**config.mk**
```make
export PLATFORM = sky130hd
export DESIGN_NAME = uart_pixel_packer_flat
export DESIGN_NICKNAME = d
export VERILOG_FILES = /design/src/rtl/uart_pixel_packer_pkg.sv /design/src/rtl/uart_pixel_packer_if.sv /design/src/rtl/uart_pixel_packer_emit_queue.sv /design/src/rtl/uart_pixel_packer.sv /design/src/flat_wrapper.sv
export SDC_FILE = /design/constraint.sdc
export NUM_CORES = 1
export LEC_CHECK = 0
export ABC_AREA = 1
export CORE_MARGIN = 4
export CORE_UTILIZATION = 32
export DETAILED_ROUTE_END_ITERATION = 16
export DONT_BUFFER_PORTS = 1
export SLEW_MARGIN = 20
export SYNTH_ARGS = -nofsm -noshare
export SYNTH_HDL_FRONTEND = slang
export SYNTH_SLANG_ARGS = --single-unit
```
**constraint.sdc**
```tcl
create_clock -name clk -period 3.9 [get_ports clk]
set_input_delay 1.17 -clock clk [delete_from_list [all_inputs] [get_ports clk]]
set_output_delay 1.17 -clock clk [all_outputs]
set_load 0.01 [all_outputs]
```
**src/rtl/uart_pixel_packer_pkg.sv**
```systemverilog
// Shared types and constants for the UART-to-frame-buffer pixel path.
// Latency: n/a (declarations only).
// Backpressure: n/a (declarations only).
package elephoto_pkg;

  typedef enum logic [1:0] {
    ST_IDLE    = 2'd0,
    ST_HDR1    = 2'd1,
    ST_PAYLOAD = 2'd2,
    ST_DONE    = 2'd3
  } state_t;

  localparam int PIX_W  = 12;
  localparam int ADDR_W = 15;

  localparam logic [7:0] HDR0_DEF = 8'hAA;
  localparam logic [7:0] HDR1_DEF = 8'h55;

  // Pixels per frame, truncated to the pixel-index width.
  function automatic logic [ADDR_W-1:0] pix_total(input int w, input int h);
    return ADDR_W'(w * h);
  endfunction

endpackage

```
**src/rtl/uart_pixel_packer_if.sv**
```systemverilog
// Byte stream in from the UART receiver and pixel strobe out to the RAM controller.
// Latency: n/a (wiring only).
// Backpressure: none; both streams are fire-and-forget strobes.
interface uart_pixel_packer_if;
  import elephoto_pkg::*;

  logic             byte_valid;
  logic [7:0]       byte_data;
  logic             rx_valid;
  logic [PIX_W-1:0] rx_data;

  modport master (output byte_valid, output byte_data, input rx_valid, input rx_data);
  modport slave  (input byte_valid, input byte_data, output rx_valid, output rx_data);

endinterface

```
**src/rtl/uart_pixel_packer_emit_queue.sv**
```systemverilog
// 2-entry pixel FIFO that releases its head as single-cycle rx_valid strobes paced by MIN_GAP.
// Latency: a pixel pushed into an empty, unpaced queue strobes two cycles after the push.
// Backpressure: none upstream; full means a push this cycle would be lost, flush empties it and cancels the strobe.
module pix_emit_queue
  import elephoto_pkg::*;
#(
  parameter int MIN_GAP = 2
) (
  input  logic             clk,
  input  logic             rst_n,
  input  logic             push,
  input  logic [PIX_W-1:0] data_in,
  input  logic             flush,
  output logic             rx_valid,
  output logic [PIX_W-1:0] rx_data,
  output logic             full
);

  localparam int GAP_W = $clog2(MIN_GAP + 1);

  logic [PIX_W-1:0] mem [2];
  logic             wr_ptr;
  logic             rd_ptr;
  logic [1:0]       count;
  logic [GAP_W-1:0] gap_cnt;
  logic             gap_ok;
  logic             deq;
  logic             wr_en;

  // Pop the head once the pacing window since the previous strobe has elapsed; a pop frees a slot for a same-cycle push.
  always_comb begin
    gap_ok = (gap_cnt >= GAP_W'(MIN_GAP));
    deq    = (count != 2'd0) && gap_ok;
    full   = (count == 2'd2) && !deq;
    wr_en  = push && !full;
  end

  // Storage, pointers, saturating pacing counter and the registered pixel strobe.
  always_ff @(posedge clk or negedge rst_n) begin
    if (!rst_n) begin
      mem[0]   <= '0;
      mem[1]   <= '0;
      wr_ptr   <= 1'b0;
      rd_ptr   <= 1'b0;
      count    <= 2'd0;
      gap_cnt  <= GAP_W'(MIN_GAP);
      rx_valid <= 1'b0;
      rx_data  <= '0;
    end else if (flush) begin
      wr_ptr   <= 1'b0;
      rd_ptr   <= 1'b0;
      count    <= 2'd0;
      rx_valid <= 1'b0;
      if (!gap_ok) gap_cnt <= gap_cnt + GAP_W'(1);
    end else begin
      rx_valid <= deq;
      if (deq) begin
        rx_data <= mem[rd_ptr];
        rd_ptr  <= ~rd_ptr;
        gap_cnt <= GAP_W'(1);
      end else if (!gap_ok) begin
        gap_cnt <= gap_cnt + GAP_W'(1);
      end
      if (wr_en) begin
        mem[wr_ptr] <= data_in;
        wr_ptr      <= ~wr_ptr;
      end
      count <= count + {1'b0, wr_en} - {1'b0, deq};
    end
  end

endmodule

```
**src/rtl/uart_pixel_packer.sv**
```systemverilog
// Frames the UART byte stream (HDR0 HDR1 payload), unpacks 3 bytes into 2 BGR pixels and counts them to W*H.
// Latency: a pixel strobes on rx_valid two cycles after its last byte when the pacing window is open.
// Backpressure: none upstream; a third pending pixel or a byte gap of TIMEOUT cycles aborts the frame with frame_error.
module uart_pixel_packer
  import elephoto_pkg::*;
#(
  parameter int         W       = 50,
  parameter int         H       = 40,
  parameter logic [7:0] HDR0    = HDR0_DEF,
  parameter logic [7:0] HDR1    = HDR1_DEF,
  parameter int         TIMEOUT = 1200000,
  parameter int         MIN_GAP = 2
) (
  input  logic                clk,
  input  logic                rst_n,
  input  logic                capture_en,
  uart_pixel_packer_if.slave  bus,
  output logic [ADDR_W-1:0]   pix_idx,
  output logic                busy,
  output logic                frame_done,
  output logic                frame_error
);

  localparam logic [ADDR_W-1:0] LAST_PIX = pix_total(W, H) - ADDR_W'(1);
  localparam int                TMO_W    = $clog2(TIMEOUT + 1);

  state_t           state;
  logic [1:0]       phase;
  logic [7:0]       b0;
  logic [3:0]       b1_lo;
  logic [TMO_W-1:0] tmo_cnt;

  logic             in_frame;
  logic             push;
  logic [PIX_W-1:0] push_data;
  logic             q_full;
  logic             q_valid;
  logic [PIX_W-1:0] q_data;
  logic             overflow;
  logic             tmo_hit;
  logic             abort;
  logic             done_hit;
  logic             flush;

  // Pixel assembly, frame-ending events and the queue flush they imply.
  always_comb begin
    in_frame  = (state == ST_HDR1) || (state == ST_PAYLOAD);
    push      = (state == ST_PAYLOAD) && bus.byte_valid && capture_en && (phase != 2'd0);
    push_data = (phase == 2'd1) ? {b0, bus.byte_data[7:4]} : {b1_lo, bus.byte_data};
    overflow  = push && q_full;
    tmo_hit   = in_frame && !bus.byte_valid && (tmo_cnt == TMO_W'(TIMEOUT - 1));
    abort     = in_frame && !capture_en;
    done_hit  = (state == ST_PAYLOAD) && q_valid && (pix_idx == LAST_PIX);
    flush     = abort || done_hit || overflow || tmo_hit;
  end

  assign bus.rx_valid = q_valid;
  assign bus.rx_data  = q_data;

  pix_emit_queue #(
    .MIN_GAP (MIN_GAP)
  ) u_queue (
    .clk      (clk),
    .rst_n    (rst_n),
    .push     (push),
    .data_in  (push_data),
    .flush    (flush),
    .rx_valid (q_valid),
    .rx_data  (q_data),
    .full     (q_full)
  );

  // Frame FSM with registered status outputs, byte phase and inter-byte timeout.
  always_ff @(posedge clk or negedge rst_n) begin
    if (!rst_n) begin
      state       <= ST_IDLE;
      phase       <= 2'd0;
      b0          <= '0;
      b1_lo       <= '0;
      tmo_cnt     <= '0;
      pix_idx     <= '0;
      busy        <= 1'b0;
      frame_done  <= 1'b0;
      frame_error <= 1'b0;
    end else begin
      frame_done <= 1'b0;
      if (!in_frame || bus.byte_valid || tmo_hit) tmo_cnt <= '0;
      else                                        tmo_cnt <= tmo_cnt + TMO_W'(1);
      if ((state == ST_PAYLOAD) && q_valid) pix_idx <= pix_idx + ADDR_W'(1);

      case (state)
        ST_IDLE: begin
          if (capture_en && bus.byte_valid && (bus.byte_data == HDR0)) begin
            state       <= ST_HDR1;
            busy        <= 1'b1;
            frame_error <= 1'b0;
            pix_idx     <= '0;
          end
        end
        ST_HDR1: begin
          if (abort) begin
            state <= ST_IDLE;
            busy  <= 1'b0;
          end else if (tmo_hit) begin
            state       <= ST_IDLE;
            busy        <= 1'b0;
            frame_error <= 1'b1;
          end else if (bus.byte_valid) begin
            if (bus.byte_data == HDR1) begin
              state <= ST_PAYLOAD;
              phase <= 2'd0;
            end else if (bus.byte_data != HDR0) begin
              state <= ST_IDLE;
              busy  <= 1'b0;
            end
          end
        end
        ST_PAYLOAD: begin
          if (abort) begin
            state <= ST_IDLE;
            busy  <= 1'b0;
          end else if (done_hit) begin
            state      <= ST_DONE;
            busy       <= 1'b0;
            frame_done <= 1'b1;
          end else if (overflow || tmo_hit) begin
            state       <= ST_IDLE;
            busy        <= 1'b0;
            frame_error <= 1'b1;
          end else if (bus.byte_valid) begin
            case (phase)
              2'd0:    begin b0    <= bus.byte_data;      phase <= 2'd1; end
              2'd1:    begin b1_lo <= bus.byte_data[3:0]; phase <= 2'd2; end
              default: phase <= 2'd0;
            endcase
          end
        end
        ST_DONE: begin
          if (!capture_en) state <= ST_IDLE;
        end
        default: state <= ST_IDLE;
      endcase
    end
  end

endmodule

```
**src/flat_wrapper.sv**
```systemverilog
// flat-port wrapper written by rule: the top's interface ports become plain ports
module uart_pixel_packer_flat import elephoto_pkg::*;
#(
  parameter int         W       = 50,
  parameter int         H       = 40,
  parameter logic [7:0] HDR0    = HDR0_DEF,
  parameter logic [7:0] HDR1    = HDR1_DEF,
  parameter int         TIMEOUT = 1200000,
  parameter int         MIN_GAP = 2
)
  (clk, rst_n, capture_en, pix_idx, busy, frame_done, frame_error, bus_byte_valid, bus_byte_data, bus_rx_valid, bus_rx_data);
  uart_pixel_packer_if bus_i ();
  input  logic clk;
  input  logic rst_n;
  input  logic capture_en;
  output logic [ADDR_W-1:0] pix_idx;
  output logic busy;
  output logic frame_done;
  output logic frame_error;
  input wire logic [$bits(bus_i.byte_valid)-1:0] bus_byte_valid;
  input wire logic [$bits(bus_i.byte_data)-1:0] bus_byte_data;
  output wire logic [$bits(bus_i.rx_valid)-1:0] bus_rx_valid;
  output wire logic [$bits(bus_i.rx_data)-1:0] bus_rx_data;
  assign bus_i.byte_valid = bus_byte_valid;
  assign bus_i.byte_data = bus_byte_data;
  assign bus_rx_valid = bus_i.rx_valid;
  assign bus_rx_data = bus_i.rx_data;
  uart_pixel_packer #(.W(W), .H(H), .HDR0(HDR0), .HDR1(HDR1), .TIMEOUT(TIMEOUT), .MIN_GAP(MIN_GAP)) u_core (.clk(clk), .rst_n(rst_n), .capture_en(capture_en), .bus(bus_i), .pix_idx(pix_idx), .busy(busy), .frame_done(frame_done), .frame_error(frame_error));
endmodule
```
# After elaboration in Yosys (flattened, before gate mapping)

Cells that the tools add are included.
Widths: inputs -> output; s select.

Word-level logic and storage cells: 165
Output and inout bits: 31
Flip-flop bits (word level): 98

Order comparisons: 4
Equality and inequality tests: 27
Reductions and logical operators: 43
Bitwise logic cells: 8
Muxes and demuxes: 61
$add $sub $neg: 5

Operator list:

| kind                  | number |
|---|---|
| $mux 12               | 5 |
| $mux 15               | 3 |
| $mux 2                | 22 |
| $bwmux 24             | 1 |
| $mux 1                | 23 |
| $add 21x1->21 const B | 1 |
| $eq 21x21->1 const B  | 1 |
| $mux 21               | 1 |
| $ne 2x2->1 const B    | 10 |
| $reduce_and 6->1      | 3 |
| $ne 4x2->1 const B    | 4 |
| $add 15x1->15 const B | 1 |
| $eq 15x11->1 const B  | 1 |
| $logic_and 1x1->1     | 15 |
| $demux 12 s1          | 1 |
| $reduce_bool 2->1     | 5 |
| $reduce_and 9->1      | 1 |
| $eq 8x7->1 const B    | 1 |
| $eq 8x8->1 const B    | 1 |
| $ne 8x8->1 const B    | 1 |
| $pmux 2 s2            | 2 |
| $pmux 2 s4            | 1 |
| $logic_or 1x1->1      | 7 |
| $reduce_and 7->1      | 1 |
| 17 further kinds      | 36 |

# Longest topological paths before layout

Gate-level depths: netlist of run 1.

Depth in word-level cells: 10
Gate-level depth with buffers: 13
Gate-level depth less buffers: 13

# Cells and area by module

Synthesis of run 1 repeated with hierarchy kept, for this count alone.

Cells, all modules: 700
Area, all modules: 5440.2 um^2

By module, submodules not included:

| module            | times used | cells an instance | area each (um^2) | seq. area each (um^2) |
|---|---|---|---|---|
| uart_pixel_packer | 1          | 457               | 3404.5           | 1376.3 |
| pix_emit_queue    | 1          | 243               | 2035.7           | 1077.3 |

# Worst setup path after synthesis of run 1

Ideal clock, no wire load.

Kind: in2reg
From: in bus_byte_valid
To: reg u_core.u_queue.count[1]
Data required time: 3829 ps
Path buffers: 0
Path slack: 1433 ps
Stages: 10
Arrival: 2395 ps
Cells stage by stage: nand3_1 -> nor2_1 -> inv_1 -> nor2_4 -> inv_1 -> ha_1 -> inv_1 -> ha_1 -> xor2_1 -> nor2_1

Longest elaborated chain between the ends: 7

RTL lines:

| what                                                   | line                                                        | text |
|---|---|---|
| from (decl)                                            | flat_wrapper.sv:20                                          | `input wire logic [$bits(bus_i.byte_valid)-1:0] bus_byte_valid;` |
| $logic_and 1x1->1 (3 in a row)                         | uart_pixel_packer.sv:48                                     | `push = (state == ST_PAYLOAD) && bus.byte_valid && capture_en && (phase != 2'd0);` |
| $logic_and 1x1->1 (on tied branches)                   | uart_pixel_packer_emit_queue.sv:35, uart_pixel_packer.sv:50 |  |
| $add 2x1->2 / $logic_or 1x1->1 (equally long branches) | uart_pixel_packer_emit_queue.sv:68, uart_pixel_packer.sv:54 |  |
| $sub 2x1->2 / $logic_or 1x1->1 (equally long branches) | uart_pixel_packer_emit_queue.sv:68, uart_pixel_packer.sv:54 |  |
| $mux 2 (*)                                             | uart_pixel_packer_emit_queue.sv:49                          | `end else if (flush) begin` |
| to (signal assigned)                                   | uart_pixel_packer_emit_queue.sv:68                          | `count <= count + {1'b0, wr_en} - {1'b0, deq};` |
| to (decl)                                              | uart_pixel_packer_emit_queue.sv:24                          | `logic [1:0] count;` |

Every way passes the cells marked *; elsewhere a longest branch is shown, timed or not.
A chain may end at the register's enable or synchronous reset.

# Final worst setup path of run 1

From: reg u_core.state[0]
To: reg u_core.u_queue.mem[18] (netlist bit)

Longest elaborated chain between the ends: 9

RTL lines:

| what                            | line                                                                      | text |
|---|---|---|
| from (decl)                     | uart_pixel_packer.sv:27                                                   | `state_t state;` |
| from (signal assigned)          | uart_pixel_packer.sv:76                                                   | `state <= ST_IDLE;` |
| from (signal assigned)          | uart_pixel_packer.sv:94                                                   | `state <= ST_HDR1;` |
| from (signal assigned)          | uart_pixel_packer.sv:102                                                  | `state <= ST_IDLE;` |
| $eq 2x2->1                      | uart_pixel_packer.sv:47, uart_pixel_packer.sv:48, uart_pixel_packer.sv:53 |  |
| $logic_and 1x1->1 (3 in a row)  | uart_pixel_packer.sv:48                                                   |  |
| $logic_and 1x1->1               | uart_pixel_packer.sv:50                                                   | `overflow = push && q_full;` |
| $logic_or 1x1->1 (2 in a row)   | uart_pixel_packer.sv:54                                                   | `flush = abort \|\| done_hit \|\| overflow \|\| tmo_hit;` |
| $not 1->1 (no line)             | n/a                                                                       |  |
| $reduce_and 2->1 (no line) (*)  | n/a                                                                       |  |
| to (signal, indexed assignment) | uart_pixel_packer_emit_queue.sv:65                                        | `mem[wr_ptr] <= data_in;` |
| to (decl)                       | uart_pixel_packer_emit_queue.sv:21                                        | `logic [PIX_W-1:0] mem [2];` |

Marks and branches as above.

==> out/results.ini, run 1 <==
[placed_design]
place_congestion=0.850
dp_slack_ns=1.26
dpl_cell_area_um2=5210
dp_hpwl_mm=8.01
io_buffers=0

[pwr]
p_switching_uw=605
pwr-share-comb=0.123
pwr_density_cell_nw_per_um2=423
netSwitchingFraction=0.259
peakVddDrop_v=0.000203
p_leak_nw=2.57
power_frac_seq=0.473
intPower_mw=1.73
clkPwrFrac=0.404

[drt]
top_layer=met4
wl_met2_mm=4.97
drt-initial-drc-count=369
drc=0
avgViaCountPerCell=4.72
finalWirelength_mm=11.1
wl_met1_mm=5.22
firstDrtPassIters=5
wl_per_cell_um=13.4
antenna_left=0
dr_wl_met3_um=653
vias=3898

[clocking]
postCtsResizedCells=0
cts_root_buf=clkbuf_16
cts.htree.levels=3
clk_pin_slew_ns=0.07
clk_latency_ns=0.34
clk_path_buf_depth=2
cts_setup_buffers=0
ctsHoldBuffers=0
cts_buffers=9
cts_num_sinks=98
cts_tree=yes

[timing]
worst_pin_slew_ns=0.491
fin_ws_ns=1.47
period_share=0.623
hold_viol=0
skew_ns=0.00996
period_needed_ns=2.43
rsz0062_at_grt=false
fmax_mhz=412
setup_viol=0
tns_ns=0
maxSlewHeadroom=0.673
slew_violations=0
hold_slack_ns=0.484

[floorplan]
core_area_um2=15300
io_pins=43
rows=45
die_area_um2=17800
chipHeight_um=134
die_w_um=134
start_util=0.329

[yosys]
synth_area_um2=5040
ys_types=41
netlist_instances=610
synth_top_area_cell=dfrtp_1
synth_top_flop_cell=dfrtp_1
synthArstFlopShare=1.00
synth_top_area_frac=0.482
synth_warnings=0
avgSynthCellArea_um2=8.26
syn-num-nets=634
synth_seq_cells=98
synth.area.top_cells=dfrtp_1 (48%), nand2_1 (13%), o21ai_0 (5.1%)
synth_edf_count=0
yosysSeqAreaShare=0.487

[final_layout]
fin_nets=633
fillers=1615
area_growth_pct=9.65
antenna_cells=0
fin_area_um2=5530
drive_gt1_frac=0.0765
layout_common_cells=nand2_1 (171), dfrtp_1 (97), inv_1 (63), nor2_1 (54), o21ai_0 (51)
layout_commonest_cell=nand2_1

[min_path]
min_to=u_core.b0[3]
hp-class=flop to flop
hold_start=u_core.b0[3]
hold_depth=2

[job]
maxCapViolCount=0

[critical_path]
worst_ep_arrival_time_ns=2.64
r2r-start=u_core.state[0]
worst_setup_path_end_kind=flop
worst_r2r_path_depth=10
critPathKind=flop to flop
r2r-end=u_core.u_queue.mem[18]
required_ns=4.11
crit_fanout=25
worst_setup_path_start_kind=flop
timing.reg2reg.setup_slack_ns=1.47

[grt]
antenna_found_initial=0
grt_pass1_vias=3673
grt-ovfl-total=0
grt_max_degree=99
grt_pass1_wl_mm=18.6
track_usage=0.128

[status]
status=finished, final reports clean

state kept, by name, summed over array words and instances (netlist names), 2 cells and up:
name	cells
u_core.b1_lo	4
u_core.phase	2
u_core.u_queue.gap_cnt	2
u_core.b0	8
u_core.pix_idx	15
u_core.u_queue.mem	24
u_core.u_queue.count	2
u_core.tmo_cnt	21
u_core.state	2
u_core.u_queue.rx_data	12
power groups by stage:
stage	logic [mW]	registers [mW]	clock network, mW
finish	0.286	1.11	0.944
global route	0.332	1.11	1.01
CTS	0.288	1.11	0.974
detailed placement	0.286	1.13	0
global placement	0.273	1.13	0
floorplan	0.228	1.11	0
cells by family after synthesis:
logic type / share of synthesized area
compound gates: 0.115
xor+xnor: 0.0208
fa+ha+maj: 0.0298
buf+inv: 0.0715
flops: 0.487
mux: 0.00794
simple gates: 0.268
worst max-delay path by stage:
| stage | start | end | depth (start not counted) |
|---|---|---|---|
| 3_5_place_dp | bus_byte_data[6] | u_core.pix_idx[14] | 8 |
| 2_1_floorplan | bus_byte_valid | u_core.u_queue.count[1] | 10 |
| 5_1_grt | u_core.state[0] | u_core.u_queue.mem[16] | 10 |
| 3_3_place_gp | bus_byte_data[6] | u_core.pix_idx[14] | 8 |
| 6_report | u_core.state[0] | u_core.u_queue.mem[18] | 10 |
| 4_1_cts | u_core.state[0] | u_core.u_queue.mem[20] | 10 |
synthesized netlist by cell type (5+ instances only):
library cell,count
dfrtp_1,97
nand2_2,5
nor3_1,10
ha_1,12
a21oi_1,21
nand4_1,8
o21ai_1,18
xor2_1,6
xnor2_1,6
inv_1,63
nor2_1,54
o21ai_2,5
buf_6,6
nand3_1,26
nand2_1,171
o21ai_0,51
through the flow:
stage	cells	total power, mW	util
global placement	809	1.40	0.340
floorplan	610	1.34	-
CTS	825	2.37	0.361
finish	825	2.34	0.361
global route	825	2.46	0.361
detailed placement	809	1.41	0.340
area by class of cell:
class | count | area [um2] | share of cell area
clock inverter | 3 | 65.1 | 0.0118
tap | 211 | 264 | 0.0478
inverter | 66 | 253 | 0.0457
sequential | 98 | 2450 | 0.444
multi-input combinational | 432 | 2230 | 0.403
timing repair buffer | 2 | 15.0 | 0.00272
clock buffer | 13 | 250 | 0.0453
layer usage:
layer / up-vias / track usage
met5: - / 0
met4: 0 / 0.0566
met3: 13 / 0.0366
met2: 60 / 0.196
met1: 1852 / 0.170
li1: 1973 / -
critical path, stage by stage (launching register included):
cell and delay [ns]:
dfrtp_1 0.41, inv_1 0.11, ha_1 0.35, nand3_1 0.23, nor2_1 0.11, nand3_1 0.16
nand2_2 0.11, nor2_8 0.25, nand3_4 0.32, nand2_1 0.17, o21ai_2 0.06
No activity file was read; power rests on OpenSTA's default activity.
==> run 2, diff against run 1 <==
ABC_AREA = 0   (was 1)
clock period = 2.55 ns   (was 3.9 ns; I/O delays follow)
==> run 2 against run 1 <==
  * Synthesized cell count decreased by 29%
  * Register-to-register slack got worse by 1.3 ns
  * Non-clock buffer count increased by 37
  * Critical endpoint is now u_core.b0[2]
  * Highest routed layer unchanged
==> out/results.ini, run 2 <==
[yosys]
yosysMostFrequentCell=dfrtp_1
yosysSeqAreaShare=0.494
netlist_instances=433
synthTopCellsByCount=dfrtp_1 (97), mux2_2 (74), nor2_1 (48), xnor2_1 (20), nand2_1 (19)
synth_area_um2=4970
synthArstFlopShare=1.00
synth.area.top_cells=dfrtp_1 (49%), mux2_2 (17%), nor2_1 (3.6%)
synth_top_flop_cell=dfrtp_1
synth_warnings=0
avgSynthCellArea_um2=11.5
synth_edf_count=0
synth_top_area_frac=0.488
ys_types=54
synth_top_area_cell=dfrtp_1
synth_seq_cells=98
syn-num-nets=457

[grt]
grt_max_degree=99
track_usage=0.124
grt-ovfl-total=0
antenna_found_initial=0
grt_pass1_wl_mm=17.8
grt_pass1_vias=3409

[final_layout]
layout_common_cells=dfrtp_1 (97), mux2_2 (74), nor2_1 (48), buf_4 (39), xnor2_1 (20)
largest_register_ffs=24
drive_gt1_frac=0.302
final_core_util=0.379
layoutNonFillerInstCount=665
fin_area_um2=5770
layout_commonest_cell=dfrtp_1
regMostFlops=u_core.u_queue.mem
antenna_cells=0
area_growth_pct=16.0
top_regs=u_core.u_queue.mem (24), u_core.tmo_cnt (21), u_core.pix_idx (15)
fin_nets=496

[drt]
wl_per_cell_um=16.1
finalWirelength_mm=10.7
antenna_left=0
firstDrtPassIters=4
drt-initial-drc-count=205
drc=0
vias=3346
avgViaCountPerCell=5.03

[clocking]
cts_tree=yes
cts_buffers=9
ctsHoldBuffers=0
cts_root_buf=clkbuf_16
clk_pin_slew_ns=0.08
clk_latency_ns=0.34
cts_num_sinks=98
cts.htree.levels=3
clk_path_buf_depth=2

[critical_path]
worst_r2r_path_depth=6
crit_fanout=8
worst_setup_path_start_kind=flop
r2r-start=u_core.pix_idx[5]
worst_setup_path_end_kind=flop
timing.reg2reg.setup_slack_ns=0.13
critPathKind=flop to flop
required_ns=2.78
r2r-end=u_core.b0[2]
worst_ep_arrival_time_ns=2.65

[pwr]
p_switching_mw=1.31
power_frac_seq=0.451
netSwitchingFraction=0.304
pwr_density_cell_nw_per_um2=750
pwr-share-comb=0.222
intPower_mw=3.01
p_leak_nw=2.67
clkPwrFrac=0.327
peakVddDrop_v=0.000348

[floorplan]
core_area_um2=15200
io_pins=43
rows=45
die_w_um=133
chipHeight_um=133
die_area_um2=17600
start_util=0.327

[timing]
period_share=0.951
worst_pin_slew_ns=0.807
slew_violations=0
fmax_mhz=412
maxSlewHeadroom=0.460
setup_viol=0
period_needed_ns=2.42
hold_viol=0
skew_ns=0.00894
rsz0062_at_grt=false

[job]
maxCapViolCount=0

[placed_design]
io_buffers=0
dpl_cell_area_um2=5440
dp_hpwl_mm=7.74
place_congestion=0.859
dp.cells=649

[status]
status=finished, final reports clean

[min_path]
hp-class=primary input to asynchronous set/reset pin

==> run 2: cell count changes after synthesis, moves of 14 or more <==
cell,previous run,this run
o21ai_1,18,1
mux2_2,0,74
nand2_1,171,19
o21ai_0,51,5
a21oi_1,21,5
inv_1,63,18
xnor2_1,6,20
==> run 2: kinds of logic after synthesis <==
kind of cell    synth area share
compound gates            0.0393
xor+xnor                  0.0652
fa+ha+maj                 0.0302
buf+inv                   0.0262
flops                      0.494
mux                        0.176
simple gates               0.169
==> run 2: worst max path at each step <==
stage                                   start                        end  slack, ns  depth (start not counted)
floorplan                      bus_byte_valid     u_core.u_queue.mem[14]       0.03                          7
detailed placement           bus_byte_data[2]         u_core.frame_error      -0.11                          5
global route                u_core.pix_idx[5]               u_core.b0[4]       0.05                          6
global placement               bus_byte_valid  u_core.u_queue.rx_data[6]      -0.14                          4
finish                      u_core.pix_idx[5]               u_core.b0[2]       0.13                          6
CTS                 u_core.u_queue.gap_cnt[0]    u_core.u_queue.count[1]       0.03                         11
==> run 2: worst max-delay path: stages, from the launching register on <==
cell and delay (ns):
dfrtp_1 0.39, or4_4 0.56, nor4_4 0.32, a21o_2 0.17
buf_4 0.13, or4_1 0.35, mux2_2 0.38
==> run 2: cell type report <==
type,instances,area (um2)
multi-input combinational,306,2410
clock inverter,7,83.8
sequential,98,2450
clock buffer,9,225
timing repair buffer,39,293
fill,1445,9440
tap,188,235
inverter,18,67.6
==> run 2: repair_timing <==
item / 4_1_cts / 5_1_grt
endpoints found under the setup margin: 0 / 15
setup buffers: 0 / 0
gates resized for setup: 0 / 4
endpoints found under the hold margin: 0 / 0
==> run 2: stage by stage <==
step	hold slack (ns)	TNS [ns]	setup slack [ns]	power, mW
after floorplan	0.440	0	0.0323	2.60
after global placement	0.458	-1.67	-0.138	2.89
after detailed placement	0.463	-0.106	-0.106	2.95
after CTS	0.0940	0	0.0253	4.38
after global routing	0.0940	0	0.0476	4.54
final	0.108	0	0.126	4.32
==> run 2: power groups by stage <==
stage / combinational (mW) / sequential (mW) / clock, mW
6_report: 0.959 / 1.95 / 1.41
5_1_grt: 1.06 / 1.98 / 1.51
4_1_cts: 0.967 / 1.95 / 1.45
3_5_place_dp: 0.959 / 1.99 / 0
3_3_place_gp: 0.912 / 1.98 / 0
2_1_floorplan: 0.690 / 1.91 / 0
==> run 2: per-layer routing <==
metal	part of all wire	vias to the layer above	GRT usage	wire length, um
met5	0	-	0	0
met4	0.027	0	0.0577	293
met3	0.044	16	0.0308	473
met2	0.48	36	0.201	5130
met1	0.45	1686	0.157	4790
li1	-	1608	-	-
==> run 3, diff against run 2 <==
clock period = 2.39 ns   (was 2.55 ns; I/O delays follow)
==> run 3 against run 2 <==
  * Die area is the same
  * Register-to-register slack got worse by 0.097 ns
  * Cell area is essentially flat
  * Power grew 6.7%
  * Highest routed layer unchanged
  * Non-clock buffer count shrank 2
  * Clock power hardly changed
  * Clock skew hardly changed
  * Utilization barely moved
==> out/results.ini, run 3 (synthesis results as in run 2) <==
[clocking]
clk_latency_ns=0.35
cts_num_sinks=98
cts_buffers=9
cts_tree=yes
cts_root_buf=clkbuf_16
cts.htree.levels=3
clk_path_buf_depth=2
clk_pin_slew_ns=0.07

[grt]
use_met1=0.161
track_usage=0.132
grt_pass1_wl_mm=18.8
grt_use_met2=0.221
grt_util_met3=0.0331
busiest_layer=met2
grt_max_degree=99
grt-ovfl-total=0
grt_pass1_vias=3639
antenna_found_initial=0

[critical_path]
crit_fanout=12
cp_slowest_stage_delay_ns=0.41
worst_setup_path_end_kind=flop
worst_setup_path_start_kind=flop
crit_chain=inv_1 > ha_1 > nand2b_4 > or3_1 > o21ai_2 > or4_4 > mux2_2
path_buf_inv=1
crit_family=simple AND/OR/NAND/NOR gates
required_ns=2.62
worst_ep_arrival_time_ns=2.59
worst_r2r_path_depth=7
slowest_stage=or3_1
critPathKind=flop to flop
crit_cells=7

[final_layout]
layoutNonFillerInstCount=663
area_growth_pct=16.1
largest_register_ffs=24
layout_common_cells=dfrtp_1 (97), mux2_2 (74), nor2_1 (48), buf_4 (35), xnor2_1 (20)
fin_nets=494
drive_gt1_frac=0.305
top_regs=u_core.u_queue.mem (24), u_core.tmo_cnt (21), u_core.pix_idx (15)
fin_area_um2=5770
final_core_util=0.379
antenna_cells=0
layout_commonest_cell=dfrtp_1
regMostFlops=u_core.u_queue.mem

[pwr]
clkPwrFrac=0.310
intPower_mw=3.18
pwr-share-comb=0.236
p_leak_nw=2.65
netSwitchingFraction=0.311
p_switching_mw=1.43
pwr_density_cell_nw_per_um2=799
peakVddDrop_v=0.000426
power_frac_seq=0.453
power_mw=4.61

[floorplan]
chipHeight_um=133
core_area_um2=15200
io_pins=43
start_util=0.327
rows=45
die_w_um=133
die_area_um2=17600

[timing]
slew_violations=0
period_needed_ns=2.36
maxSlewHeadroom=0.554
worst_pin_slew_ns=0.664
rsz0062_at_grt=true
setup_viol=0
hold_viol=0
skew_ns=0.00919
hold_slack_ns=0.0561
fin_ws_ns=0.0290
tns_ns=0
fmax_mhz=424
period_share=0.988

[placed_design]
dpl_cell_area_um2=5460
dp.cells=647
place_congestion=0.827
dp_slack_ns=-0.139
dp_hpwl_mm=7.76
io_buffers=0

[drt]
avgViaCountPerCell=5.06
drc=0
drt-initial-drc-count=174
firstDrtPassIters=4
wl_per_cell_um=16.3
vias=3356
antenna_left=0
finalWirelength_mm=10.8

[min_path]
hp-class=primary input to asynchronous set/reset pin

[status]
status=finished, final reports clean

[job]
maxCapViolCount=0

## run 3: worst reg2reg max path, delay by kind of cell (launching register included)
family,cells,cell delay (ns)
adders and majority gates,1,0.34
muxes,1,0.37
and+or+nand+nor,3,0.78
AOI/OAI and AO/OA,1,0.28
DFF,1,0.40
buffers and inverters,1,0.08
## run 3: routing by layer
metal | vias to the layer above | routed length (um)
met3 | 12 | 547
li1 | 1609 | -
met4 | 0 | 245
met5 | - | 0
met1 | 1691 | 4600
met2 | 44 | 5420
## run 3: power by group through the flow
| stage | combinational (mW) | clock, mW | sequential [mW] |
|---|---|---|---|
| final | 1.09 | 1.43 | 2.09 |
| after global routing | 1.21 | 1.55 | 2.12 |
| after CTS | 1.09 | 1.47 | 2.10 |
| after detailed placement | 1.08 | 0 | 2.13 |
| after global placement | 1.04 | 0 | 2.11 |
| after floorplan | 0.748 | 0 | 2.04 |
## run 3: worst paths after layout
path	start	end	slack [ns]
hold reg to reg	u_core.tmo_cnt[0]	u_core.tmo_cnt[0]	0.48
setup / recovery	u_core.state[1]	u_core.u_queue.mem[17]	0.03
max in group asynchronous	rst_n	u_core.u_queue.gap_cnt[1]	2.12
hold / removal	rst_n	u_core.u_queue.mem[2]	0.06
setup reg to reg	u_core.state[1]	u_core.u_queue.mem[17]	0.03
min in group clk	u_core.tmo_cnt[0]	u_core.tmo_cnt[0]	0.48
## run 3: final cells by class
cell class / instances / area (um2)
tap: 188 / 235
multi-input combinational: 306 / 2420
clock inverter: 6 / 53.8
inverter: 18 / 67.6
fill: 1463 / 9430
sequential: 98 / 2450
clock buffer: 10 / 239
timing repair buffer: 37 / 303
## run 3: repair_timing
action | 4_1_cts | 5_1_grt
hold buffers | 0 | 0
gates resized for setup | 1 | 3
pin swaps | 0 | 2
gates cloned | 0 | 0
buffers inserted | 0 | 0
setup endpoints to repair | 1 | 21
hold endpoints to repair | 0 | 0
